`src/rtl/usb_rx_pkt_ctrl_pkg.sv`:
```
`default_nettype none
// ============================================================================
// Module  : usb_rx_pkt_ctrl_pkg
// Brief   : Shared types and constants for the USB full-speed RX packet
//           controller (packet classes, error codes, FSM encoding, PID fields).
// Revision: 1.0 - initial release
// ============================================================================
package usb_rx_pkt_ctrl_pkg;

    // Packet class reported alongside each status
    typedef enum logic [1:0] {
        PKT_NONE   = 2'd0,
        PKT_TOKEN  = 2'd1,
        PKT_DATA   = 2'd2,
        PKT_HSHAKE = 2'd3
    } pkt_t;

    // Reason for rejecting a packet; ERR_NONE while a packet is healthy
    typedef enum logic [2:0] {
        ERR_NONE    = 3'd0,
        ERR_SYNC    = 3'd1,
        ERR_PID     = 3'd2,
        ERR_LEN     = 3'd3,
        ERR_CRC     = 3'd4,
        ERR_OVF     = 3'd5,
        ERR_TIMEOUT = 3'd6
    } err_t;

    // Controller state encoding
    typedef logic [3:0] state_t;
    localparam logic [3:0] S_IDLE    = 4'd0;
    localparam logic [3:0] S_SYNC    = 4'd1;
    localparam logic [3:0] S_PID     = 4'd2;
    localparam logic [3:0] S_TOKEN   = 4'd3;
    localparam logic [3:0] S_DATA    = 4'd4;
    localparam logic [3:0] S_HSHAKE  = 4'd5;
    localparam logic [3:0] S_CHK_CRC = 4'd6;
    localparam logic [3:0] S_ERROR   = 4'd7;
    localparam logic [3:0] S_FLUSH   = 4'd8;
    localparam logic [3:0] S_DONE    = 4'd9;

    // SYNC pattern as delivered by the byte shifter (LSB first on the wire)
    localparam logic [7:0] SYNC_BYTE = 8'h80;

    // PID[1:0] selects the packet class
    localparam logic [1:0] PID_TYPE_SPECIAL = 2'b00;
    localparam logic [1:0] PID_TYPE_TOKEN   = 2'b01;
    localparam logic [1:0] PID_TYPE_HSHAKE  = 2'b10;
    localparam logic [1:0] PID_TYPE_DATA    = 2'b11;

    // Upper PID nibble must be the bitwise complement of the lower one
    function automatic logic pid_valid(input logic [7:0] pid_byte);
        return pid_byte[3:0] == ~pid_byte[7:4];
    endfunction

endpackage
`default_nettype wire

```
`src/rtl/usb_rx_pkt_ctrl_if.sv`:
```
`default_nettype none
// ============================================================================
// Module  : usb_rx_pkt_ctrl_if
// Brief   : Bundle between the byte shifter / FIFO side (master) and the RX
//           packet controller (slave).
// Revision: 1.0 - initial release
// ============================================================================
interface usb_rx_pkt_ctrl_if #(
    parameter int CNT_W = 7
);
    import usb_rx_pkt_ctrl_pkg::*;

    // Shifter / CRC / FIFO side
    logic             d_edge;
    logic             byte_complete;
    logic [7:0]       rcv_byte;
    logic             eop;
    logic             crc5_ok;
    logic             crc16_ok;
    logic             fifo_full;

    // Controller side
    logic             enable_timer;
    logic             w_enable;
    logic [7:0]       rx_data;
    logic [3:0]       rx_pid;
    pkt_t             pkt_type;
    logic [CNT_W-1:0] payload_len;
    logic             rx_done;
    logic             rx_error;
    err_t             err_code;

    modport master (
        output d_edge, byte_complete, rcv_byte, eop, crc5_ok, crc16_ok, fifo_full,
        input  enable_timer, w_enable, rx_data, rx_pid, pkt_type, payload_len,
               rx_done, rx_error, err_code
    );

    modport slave (
        input  d_edge, byte_complete, rcv_byte, eop, crc5_ok, crc16_ok, fifo_full,
        output enable_timer, w_enable, rx_data, rx_pid, pkt_type, payload_len,
               rx_done, rx_error, err_code
    );

endinterface
`default_nettype wire

```
`src/rtl/usb_rx_pkt_ctrl_timeout_cnt.sv`:
```
`default_nettype none
// ============================================================================
// Module  : usb_rx_pkt_ctrl_timeout_cnt
// Brief   : Idle-gap counter. Counts enabled cycles since the last clear and
//           raises expired_o for one cycle when TIMEOUT cycles have elapsed.
// Revision: 1.0 - initial release
// ============================================================================
module usb_rx_pkt_ctrl_timeout_cnt #(
    parameter int TIMEOUT = 1024
) (
    input  wire logic clk,
    input  wire logic n_rst,
    input  wire logic clear_i,
    input  wire logic enable_i,
    output logic      expired_o
);
    localparam int            TW     = $clog2(TIMEOUT + 1);
    localparam logic [TW-1:0] C_LAST = TW'(TIMEOUT - 1);

    logic [TW-1:0] cnt_q;
    logic [TW-1:0] cnt_d;

    // Expiry fires on the TIMEOUT-th quiet cycle; the count restarts afterwards
    always_comb begin
        expired_o = enable_i && !clear_i && (cnt_q == C_LAST);
        if (clear_i || !enable_i || expired_o) begin
            cnt_d = '0;
        end else begin
            cnt_d = cnt_q + TW'(1);
        end
    end

    // Counter register
    always_ff @(posedge clk or negedge n_rst) begin
        if (!n_rst) begin
            cnt_q <= '0;
        end else begin
            cnt_q <= cnt_d;
        end
    end

endmodule
`default_nettype wire

```
`src/rtl/usb_rx_pkt_ctrl.sv`:
```
`default_nettype none
// ============================================================================
// Module  : usb_rx_pkt_ctrl
// Brief   : USB full-speed receive packet controller. Checks SYNC and PID,
//           classifies the packet, enforces lengths, sequences the CRC check,
//           forwards data bytes to the RX FIFO and reports one status per
//           packet.
// Revision: 1.0 - initial release
// ============================================================================
module usb_rx_pkt_ctrl
    import usb_rx_pkt_ctrl_pkg::*;
#(
    parameter int MAX_PAYLOAD = 64,
    parameter int TIMEOUT     = 1024,
    parameter int CNT_W       = $clog2(MAX_PAYLOAD + 4)
) (
    input wire logic          clk,
    input wire logic          n_rst,
    usb_rx_pkt_ctrl_if.slave  rx
);
    // Largest legal DATA byte count: payload plus the two CRC16 bytes
    localparam logic [CNT_W-1:0] C_MAX_CNT = CNT_W'(MAX_PAYLOAD + 2);
    localparam logic [CNT_W-1:0] C_TWO     = CNT_W'(2);

    state_t           state_q, state_d;
    logic [CNT_W-1:0] count_q, count_d;
    logic [CNT_W-1:0] payload_len_q, payload_len_d;
    logic [3:0]       pid_q, pid_d;
    pkt_t             pkt_type_q, pkt_type_d;
    err_t             err_q, err_d;
    logic             eop_seen_q, eop_seen_d;

    logic [CNT_W-1:0] cnt_new;
    logic             wr;
    logic             crc_ok;
    logic             tmo_en;
    logic             tmo_clr;
    logic             tmo_expired;

    // Quiet-line watchdog: any byte or eop restarts it
    assign tmo_en  = (state_q == S_SYNC)  || (state_q == S_PID)    ||
                     (state_q == S_TOKEN) || (state_q == S_DATA)   ||
                     (state_q == S_HSHAKE)|| (state_q == S_FLUSH);
    assign tmo_clr = rx.byte_complete || rx.eop;

    usb_rx_pkt_ctrl_timeout_cnt #(
        .TIMEOUT (TIMEOUT)
    ) u_timeout (
        .clk       (clk),
        .n_rst     (n_rst),
        .clear_i   (tmo_clr),
        .enable_i  (tmo_en),
        .expired_o (tmo_expired)
    );

    // Next-state logic; a byte arriving with eop is accounted before the eop rule
    always_comb begin
        state_d       = state_q;
        count_d       = count_q;
        payload_len_d = payload_len_q;
        pid_d         = pid_q;
        pkt_type_d    = pkt_type_q;
        err_d         = err_q;
        eop_seen_d    = eop_seen_q || rx.eop;
        wr            = 1'b0;
        cnt_new       = count_q + CNT_W'(rx.byte_complete);
        crc_ok        = (pkt_type_q == PKT_TOKEN) ? rx.crc5_ok : rx.crc16_ok;

        case (state_q)
            S_IDLE: begin
                eop_seen_d = 1'b0;
                if (rx.d_edge) begin
                    state_d       = S_SYNC;
                    err_d         = ERR_NONE;
                    count_d       = '0;
                    payload_len_d = '0;
                end
            end

            S_SYNC: begin
                if (rx.byte_complete && (rx.rcv_byte != SYNC_BYTE)) begin
                    state_d = S_ERROR;
                    err_d   = ERR_SYNC;
                end else if (rx.eop) begin
                    state_d = S_ERROR;
                    err_d   = ERR_LEN;
                end else if (rx.byte_complete) begin
                    state_d = S_PID;
                end else if (tmo_expired) begin
                    state_d = S_ERROR;
                    err_d   = ERR_TIMEOUT;
                end
            end

            S_PID: begin
                if (rx.byte_complete) begin
                    if (!pid_valid(rx.rcv_byte) || (rx.rcv_byte[1:0] == PID_TYPE_SPECIAL)) begin
                        state_d = S_ERROR;
                        err_d   = ERR_PID;
                    end else begin
                        pid_d = rx.rcv_byte[3:0];
                        case (rx.rcv_byte[1:0])
                            PID_TYPE_TOKEN: begin
                                pkt_type_d = PKT_TOKEN;
                                state_d    = S_TOKEN;
                            end
                            PID_TYPE_DATA: begin
                                pkt_type_d = PKT_DATA;
                                state_d    = S_DATA;
                            end
                            default: begin
                                pkt_type_d = PKT_HSHAKE;
                                state_d    = S_HSHAKE;
                            end
                        endcase
                        // Only a handshake may legally end right after its PID
                        if (rx.eop) begin
                            if (rx.rcv_byte[1:0] == PID_TYPE_HSHAKE) begin
                                state_d = S_DONE;
                            end else begin
                                state_d = S_ERROR;
                                err_d   = ERR_LEN;
                            end
                        end
                    end
                end else if (rx.eop) begin
                    state_d = S_ERROR;
                    err_d   = ERR_LEN;
                end else if (tmo_expired) begin
                    state_d = S_ERROR;
                    err_d   = ERR_TIMEOUT;
                end
            end

            S_TOKEN: begin
                count_d = cnt_new;
                if (rx.byte_complete && (cnt_new > C_TWO)) begin
                    state_d = S_ERROR;
                    err_d   = ERR_LEN;
                end else if (rx.eop) begin
                    if (cnt_new == C_TWO) begin
                        state_d = S_CHK_CRC;
                    end else begin
                        state_d = S_ERROR;
                        err_d   = ERR_LEN;
                    end
                end else if (tmo_expired) begin
                    state_d = S_ERROR;
                    err_d   = ERR_TIMEOUT;
                end
            end

            S_DATA: begin
                // The overflowing byte itself is never written to the FIFO
                if (rx.byte_complete && (rx.fifo_full || (cnt_new > C_MAX_CNT))) begin
                    state_d = S_ERROR;
                    err_d   = ERR_OVF;
                end else begin
                    count_d = cnt_new;
                    wr      = rx.byte_complete;
                    if (rx.eop) begin
                        if (cnt_new < C_TWO) begin
                            state_d = S_ERROR;
                            err_d   = ERR_LEN;
                        end else begin
                            state_d = S_CHK_CRC;
                        end
                    end else if (tmo_expired) begin
                        state_d = S_ERROR;
                        err_d   = ERR_TIMEOUT;
                    end
                end
            end

            S_HSHAKE: begin
                if (rx.byte_complete) begin
                    state_d = S_ERROR;
                    err_d   = ERR_LEN;
                end else if (rx.eop) begin
                    state_d = S_DONE;
                end else if (tmo_expired) begin
                    state_d = S_ERROR;
                    err_d   = ERR_TIMEOUT;
                end
            end

            S_CHK_CRC: begin
                if (crc_ok) begin
                    state_d = S_DONE;
                    if (pkt_type_q == PKT_DATA) begin
                        payload_len_d = count_q - C_TWO;
                    end
                end else begin
                    state_d = S_ERROR;
                    err_d   = ERR_CRC;
                end
            end

            // Packet already terminated -> pass silently through DONE
            S_ERROR: begin
                state_d = (eop_seen_q || rx.eop) ? S_DONE : S_FLUSH;
            end

            S_FLUSH: begin
                if (rx.eop || tmo_expired) begin
                    state_d = S_IDLE;
                end
            end

            S_DONE: begin
                state_d = S_IDLE;
            end

            default: begin
                state_d = S_IDLE;
            end
        endcase
    end

    // State and packet-context registers
    always_ff @(posedge clk or negedge n_rst) begin
        if (!n_rst) begin
            state_q       <= S_IDLE;
            count_q       <= '0;
            payload_len_q <= '0;
            pid_q         <= '0;
            pkt_type_q    <= PKT_NONE;
            err_q         <= ERR_NONE;
            eop_seen_q    <= 1'b0;
        end else begin
            state_q       <= state_d;
            count_q       <= count_d;
            payload_len_q <= payload_len_d;
            pid_q         <= pid_d;
            pkt_type_q    <= pkt_type_d;
            err_q         <= err_d;
            eop_seen_q    <= eop_seen_d;
        end
    end

    // Outputs; rx_done is suppressed when DONE is reached through ERROR
    always_comb begin
        rx.enable_timer = !((state_q == S_IDLE) || (state_q == S_DONE) || (state_q == S_ERROR));
        rx.w_enable     = wr;
        rx.rx_data      = wr ? rx.rcv_byte : 8'h00;
        rx.rx_pid       = pid_q;
        rx.pkt_type     = pkt_type_q;
        rx.payload_len  = payload_len_q;
        rx.rx_done      = (state_q == S_DONE) && (err_q == ERR_NONE);
        rx.rx_error     = (state_q == S_ERROR);
        rx.err_code     = err_q;
    end

endmodule
`default_nettype wire
```
`src/flat_wrapper.sv`:
```
// flat-port wrapper written by rule: the top's interface ports become plain ports
module usb_rx_pkt_ctrl_flat import usb_rx_pkt_ctrl_pkg::*;
#(
    parameter int MAX_PAYLOAD = 64,
    parameter int TIMEOUT     = 1024,
    parameter int CNT_W       = $clog2(MAX_PAYLOAD + 4)
)
  (clk, n_rst, rx_d_edge, rx_byte_complete, rx_rcv_byte, rx_eop, rx_crc5_ok, rx_crc16_ok, rx_fifo_full, rx_enable_timer, rx_w_enable, rx_rx_data, rx_rx_pid, rx_pkt_type, rx_payload_len, rx_rx_done, rx_rx_error, rx_err_code);
  usb_rx_pkt_ctrl_if #(.CNT_W(CNT_W)) rx_i ();
  input wire logic clk;
  input wire logic n_rst;
  input wire logic [$bits(rx_i.d_edge)-1:0] rx_d_edge;
  input wire logic [$bits(rx_i.byte_complete)-1:0] rx_byte_complete;
  input wire logic [$bits(rx_i.rcv_byte)-1:0] rx_rcv_byte;
  input wire logic [$bits(rx_i.eop)-1:0] rx_eop;
  input wire logic [$bits(rx_i.crc5_ok)-1:0] rx_crc5_ok;
  input wire logic [$bits(rx_i.crc16_ok)-1:0] rx_crc16_ok;
  input wire logic [$bits(rx_i.fifo_full)-1:0] rx_fifo_full;
  output wire logic [$bits(rx_i.enable_timer)-1:0] rx_enable_timer;
  output wire logic [$bits(rx_i.w_enable)-1:0] rx_w_enable;
  output wire logic [$bits(rx_i.rx_data)-1:0] rx_rx_data;
  output wire logic [$bits(rx_i.rx_pid)-1:0] rx_rx_pid;
  output wire logic [$bits(rx_i.pkt_type)-1:0] rx_pkt_type;
  output wire logic [$bits(rx_i.payload_len)-1:0] rx_payload_len;
  output wire logic [$bits(rx_i.rx_done)-1:0] rx_rx_done;
  output wire logic [$bits(rx_i.rx_error)-1:0] rx_rx_error;
  output wire logic [$bits(rx_i.err_code)-1:0] rx_err_code;
  assign rx_i.d_edge = rx_d_edge;
  assign rx_i.byte_complete = rx_byte_complete;
  assign rx_i.rcv_byte = rx_rcv_byte;
  assign rx_i.eop = rx_eop;
  assign rx_i.crc5_ok = rx_crc5_ok;
  assign rx_i.crc16_ok = rx_crc16_ok;
  assign rx_i.fifo_full = rx_fifo_full;
  assign rx_enable_timer = rx_i.enable_timer;
  assign rx_w_enable = rx_i.w_enable;
  assign rx_rx_data = rx_i.rx_data;
  assign rx_rx_pid = rx_i.rx_pid;
  assign rx_pkt_type = rx_i.pkt_type;
  assign rx_payload_len = rx_i.payload_len;
  assign rx_rx_done = rx_i.rx_done;
  assign rx_rx_error = rx_i.rx_error;
  assign rx_err_code = rx_i.err_code;
  usb_rx_pkt_ctrl #(.MAX_PAYLOAD(MAX_PAYLOAD), .TIMEOUT(TIMEOUT), .CNT_W(CNT_W)) u_core (.clk(clk), .n_rst(n_rst), .rx(rx_i));
endmodule
```
`config.mk`:
```
export PLATFORM = sky130hd
export DESIGN_NAME = usb_rx_pkt_ctrl_flat
export DESIGN_NICKNAME = d
export VERILOG_FILES = /design/src/rtl/usb_rx_pkt_ctrl_pkg.sv /design/src/rtl/usb_rx_pkt_ctrl_if.sv /design/src/rtl/usb_rx_pkt_ctrl_timeout_cnt.sv /design/src/rtl/usb_rx_pkt_ctrl.sv /design/src/flat_wrapper.sv
export SDC_FILE = /design/constraint.sdc
export NUM_CORES = 1
export LEC_CHECK = 0
export CAP_MARGIN = 10
export CORE_MARGIN = 2
export CORE_UTILIZATION = 58
export CTS_CLUSTER_DIAMETER = 100
export DETAILED_ROUTE_END_ITERATION = 8
export DONT_BUFFER_PORTS = 1
export GPL_TIMING_DRIVEN = 0
export PLACE_DENSITY_LB_ADDON = 0.3
export SLEW_MARGIN = 20
export SYNTH_ARGS = -nofsm -noshare
export SYNTH_HDL_FRONTEND = slang
export SYNTH_HIERARCHICAL = 1
export SYNTH_SLANG_ARGS = --single-unit
```
`constraint.sdc`:
```
create_clock -name clk -period 2.6 [get_ports clk]
set_input_delay 0.39 -clock clk [delete_from_list [all_inputs] [get_ports clk]]
set_output_delay 0.39 -clock clk [all_outputs]
set_load 0.01 [all_outputs]
```
==> run_summary.xml <==
<?xml version="1.0" encoding="UTF-8"?>
<metrics>
  <group name="outcome">
    <metric name="status" unit="">complete, but fails checks</metric>
    <metric name="violations" unit="">negative setup slack</metric>
  </group>
  <group name="worst_setup_path">
    <metric name="critical_path.top_delay_family" unit="">simple AND/OR/NAND/NOR gates</metric>
    <metric name="setup.worst_path.end_class" unit="">output port</metric>
    <metric name="critical_path.slowest_cell" unit="">sky130_fd_sc_hd__a2111o_1</metric>
    <metric name="critical_path.cell_chain" unit="">ha_4 &gt; ha_4 &gt; xnor2_1 &gt; nand3_1 &gt; a2111o_1 &gt; and2_4 &gt; nor2_4 &gt; and2_4</metric>
    <metric name="critPathKind" unit="">reg -&gt; out</metric>
    <metric name="buffer_and_inverter_count_on_the_worst_path" unit="">0</metric>
    <metric name="timing.critical_path.fanout_max" unit="">8</metric>
    <metric name="max_stage_delay" unit="ns">0.45</metric>
    <metric name="critical_path_arrival" unit="ns">2.48</metric>
    <metric name="cp-start-kind" unit="">register</metric>
    <metric name="worstPathRequired" unit="ns">2.21</metric>
  </group>
  <group name="clock_tree">
    <metric name="ctsLongestPathBuffers" unit="">2</metric>
    <metric name="clkTransAtPathRegs" unit="ns">0.09</metric>
    <metric name="cts_tree" unit="">done</metric>
    <metric name="cts.htree.levels" unit="">2</metric>
    <metric name="cts_num_sinks" unit="">39</metric>
    <metric name="cts_root_buffer" unit="">sky130_fd_sc_hd__clkbuf_8</metric>
    <metric name="tritoncts.num_buffers" unit="">5</metric>
    <metric name="clock_insertion_delay_worst_skew" unit="ns">0.29</metric>
  </group>
  <group name="timing">
    <metric name="measured_slew_at_the_worst_slew_check_pin" unit="ns">0.872</metric>
    <metric name="post-route-worst-setup-slack" unit="ns">-0.271</metric>
    <metric name="final_min_period_over_clock_period" unit="">1.10</metric>
    <metric name="hold_viol_final" unit="">0</metric>
    <metric name="drv_slew" unit="">0</metric>
    <metric name="grt_setup_unrepaired" unit="">yes</metric>
    <metric name="max_freq" unit="GHz">0.348</metric>
    <metric name="fin_crit" unit="ns">2.87</metric>
    <metric name="maxSlewHeadroom" unit="">0.414</metric>
    <metric name="report.final.setup_viol" unit="">15</metric>
    <metric name="tns" unit="ns">-2.14</metric>
    <metric name="timing.clock.skew" unit="ns">0.0153</metric>
  </group>
  <group name="synthesis">
    <metric name="synthCells" unit="">336</metric>
    <metric name="leading_cell_type_by_number_of_instances_after_synthesis" unit="">sky130_fd_sc_hd__dfrtp_1</metric>
    <metric name="synth.top_cells.by_area" unit="">sky130_fd_sc_hd__dfrtp_1, sky130_fd_sc_hd__o21ai_0, sky130_fd_sc_hd__nor2_1, sky130_fd_sc_hd__nand2_1, sky130_fd_sc_hd__nand3_1</metric>
    <metric name="synth.avg_cell_area" unit="sq um">8.56</metric>
    <metric name="synth_warnings" unit="">6</metric>
    <metric name="netlist.area_leader.share" unit="">0.339</metric>
    <metric name="yosys_cell_types" unit="">68</metric>
    <metric name="post_synth_instance_area" unit="sq um">2880</metric>
    <metric name="mappedNetlistNets" unit="">357</metric>
    <metric name="most_used_dff_post_synth" unit="">sky130_fd_sc_hd__dfrtp_1</metric>
    <metric name="synth_top_cells_by_count" unit="">sky130_fd_sc_hd__dfrtp_1, sky130_fd_sc_hd__nor2_1, sky130_fd_sc_hd__nand2_1</metric>
    <metric name="seq_area_frac_synth" unit="">0.339</metric>
    <metric name="postSynthRegisterBits" unit="">39</metric>
    <metric name="synth_top_area_cell" unit="">sky130_fd_sc_hd__dfrtp_1</metric>
    <metric name="synth-async-reset-ratio" unit="">1.00</metric>
    <metric name="synth_enable_flop_cells" unit="">0</metric>
  </group>
  <group name="place">
    <metric name="place.detailed.hpwl" unit="um">5550</metric>
    <metric name="io_buffer_count" unit="">0</metric>
    <metric name="place.detailed.instances" unit="">403</metric>
    <metric name="place_ws" unit="ns">-0.685</metric>
    <metric name="gp_congestion" unit="">0.985</metric>
  </group>
  <group name="routing">
    <metric name="vias" unit="">3050</metric>
    <metric name="drt_first_pass_iters" unit="">5</metric>
    <metric name="ant_nets" unit="">0</metric>
    <metric name="avgRoutedWirePerCell" unit="um">20.2</metric>
    <metric name="route.final.wire_length" unit="um">9230</metric>
    <metric name="detail_route.drc_violations" unit="">0</metric>
    <metric name="detailedRoute.firstIterationViolations" unit="">549</metric>
    <metric name="route.detailed.vias_per_inst" unit="">6.69</metric>
  </group>
  <group name="final_layout">
    <metric name="finalNetCount" unit="">409</metric>
    <metric name="antenna_cells_inserted" unit="">0</metric>
    <metric name="area.sequential" unit="sq um">980</metric>
    <metric name="final_cell_count_no_fill" unit="">456</metric>
    <metric name="final_layout_size_suffix_gt1_frac" unit="">0.355</metric>
    <metric name="n_fill_cell" unit="">295</metric>
    <metric name="syn2layout_area_growth" unit="%">31.9</metric>
    <metric name="multi_input_area" unit="sq um">1980</metric>
  </group>
  <group name="floorplan">
    <metric name="die_area" unit="sq um">5540</metric>
    <metric name="die_y" unit="um">74.4</metric>
    <metric name="design.portCount" unit="">44</metric>
    <metric name="chipWidth" unit="um">74.4</metric>
    <metric name="initial_core_util" unit="">0.605</metric>
    <metric name="coreArea" unit="sq um">4750</metric>
    <metric name="placementRows" unit="">25</metric>
  </group>
  <group name="global_route">
    <metric name="global_route_wire_length_before_repair" unit="um">13700</metric>
    <metric name="first_global_vias" unit="">2759</metric>
    <metric name="grt_overflow_total" unit="">0</metric>
    <metric name="gr-usage-all-layers" unit="">0.326</metric>
    <metric name="antenna_found_initial" unit="">1</metric>
    <metric name="grt_max_degree" unit="">40</metric>
  </group>
  <group name="pwr">
    <metric name="power-per-cell-area" unit="nW/um^2">1010</metric>
    <metric name="power.static_leakage" unit="nW">1.63</metric>
    <metric name="vdd.ir_drop.worst" unit="mV">0.971</metric>
  </group>
  <group name="run">
    <metric name="reported_max_cap_violation_count" unit="">0</metric>
  </group>
  <group name="worst_hold_path">
    <metric name="worstHoldPathType" unit="">in -&gt; reg</metric>
  </group>
</metrics>
==> worst register-to-register path: cells and delay by family (launching register included) <==
family                 cells  cell delay [ns]
AOI/OAI and AO/OA          3             0.54
buffers and inverters      4             0.56
DFF                        1             0.37
muxes                      1             0.20
and+or+nand+nor            6             0.96
==> flip-flops by register name (all words and copies together), names as in the netlist <==
| name | flops |
|---|---|
| u_core/u_timeout/cnt_q | 11 |
| u_core/rx.pkt_type | 2 |
| u_core/rx.err_code | 3 |
| u_core/rx.rx_pid | 4 |
| u_core/rx.payload_len | 7 |
| u_core/count_q | 7 |
| u_core/state_q | 4 |
| u_core/eop_seen_q | 1 |
==> layer usage <==
metal,wire (um),part of all wire,GRT usage,up-vias
li1,-,-,-,1330
met1,3480,0.38,0.435,1416
met2,4210,0.46,0.511,230
met3,1030,0.11,0.0881,72
met4,496,0.054,0.119,2
met5,13,0.0014,0,-
==> cell type report <==
| cell class | instances | area share |
|---|---|---|
| buffer | 15 | 0.0386 |
| sequential | 39 | 0.258 |
| inverter | 14 | 0.0149 |
| multi-input combinational | 264 | 0.522 |
| tap | 67 | 0.0221 |
| clock buffer | 5 | 0.0182 |
| timing repair buffer | 49 | 0.113 |
| clock inverter | 3 | 0.0122 |
==> timing repair <==
action | 4_1_cts | 5_1_grt
pin swaps | 19 | 33
gates resized for setup | 35 | 45
hold buffers | 2 | 0
buffers inserted | 32 | 18
setup endpoints to repair | 21 | 31
endpoints found under the hold margin | 39 | 0
==> where the power goes <==
group / internal [W] / switching, W / total, W
logic: 0.00111 / 0.00126 / 0.00237
clock network: 0.000289 / 0.000227 / 0.000516
registers: 0.000759 / 0.000181 / 0.000940
total: 0.00216 / 0.00166 / 0.00382
==> through the flow <==
step	instance area, sq um	power [W]	hold WS [ns]	util
2_1_floorplan	2890	0.00211	0.0944	-
3_3_place_gp	2970	0.00245	0.0957	0.625
3_5_place_dp	2970	0.00245	0.0956	0.625
4_1_cts	3470	0.00335	0.236	0.729
5_1_grt	3790	0.00401	0.226	0.797
6_report	3790	0.00382	0.248	0.797
==> final timing paths <==
kind	startpoint	end	slack, ns	depth (start not counted)
worst max-delay path	u_core/count_q[0]	rx_rx_data[6]	-0.27	8
worst min-delay path	rx_rcv_byte[2]	u_core/rx.rx_pid[2]	0.25	1
worst max register to register	u_core/state_q[3]	u_core/rx.err_code[2]	-0.08	14
worst min register to register	u_core/u_timeout/cnt_q[0]	u_core/u_timeout/cnt_q[0]	0.47	1
max in group asynchronous	n_rst	u_core/state_q[1]	1.75	2
min in group asynchronous	n_rst	u_core/state_q[3]	0.62	2
==> cells in the final DEF, fill, tap and decap left out, drive strengths merged, types with 4 or more instances in the layout <==
cell type  netlist  layout
ha               5       5
clkbuf           4       6
nor3            14      14
o21ai           28      28
nor2b            6       6
and2            11      11
nor4             5       5
xnor2            4       4
dfrtp           39      39
nor2            32      32
nand2b           6       6
nand3           20      20
buf             15      62
mux2             8       8
xor2             9       9
nand2           31      31
a21oi           20      20
or3             10      10
inv             14      14
nand4            5       5
o31ai            5       5
==> cells by family (layout without fill, tap and decap cells) <==
| family | after synthesis | in the layout | share of synthesized area |
|---|---|---|---|
| and+or+nand+nor | 154 | 154 | 0.290 |
| AOI/OAI and AO/OA | 83 | 83 | 0.205 |
| DFF | 39 | 39 | 0.339 |
| buffers and inverters | 33 | 86 | 0.0674 |
| xor gates and xnor gates | 13 | 13 | 0.0396 |
| muxes | 9 | 9 | 0.0374 |
| adders and majority gates | 5 | 5 | 0.0218 |
Power figures use the tool's default switching activity.
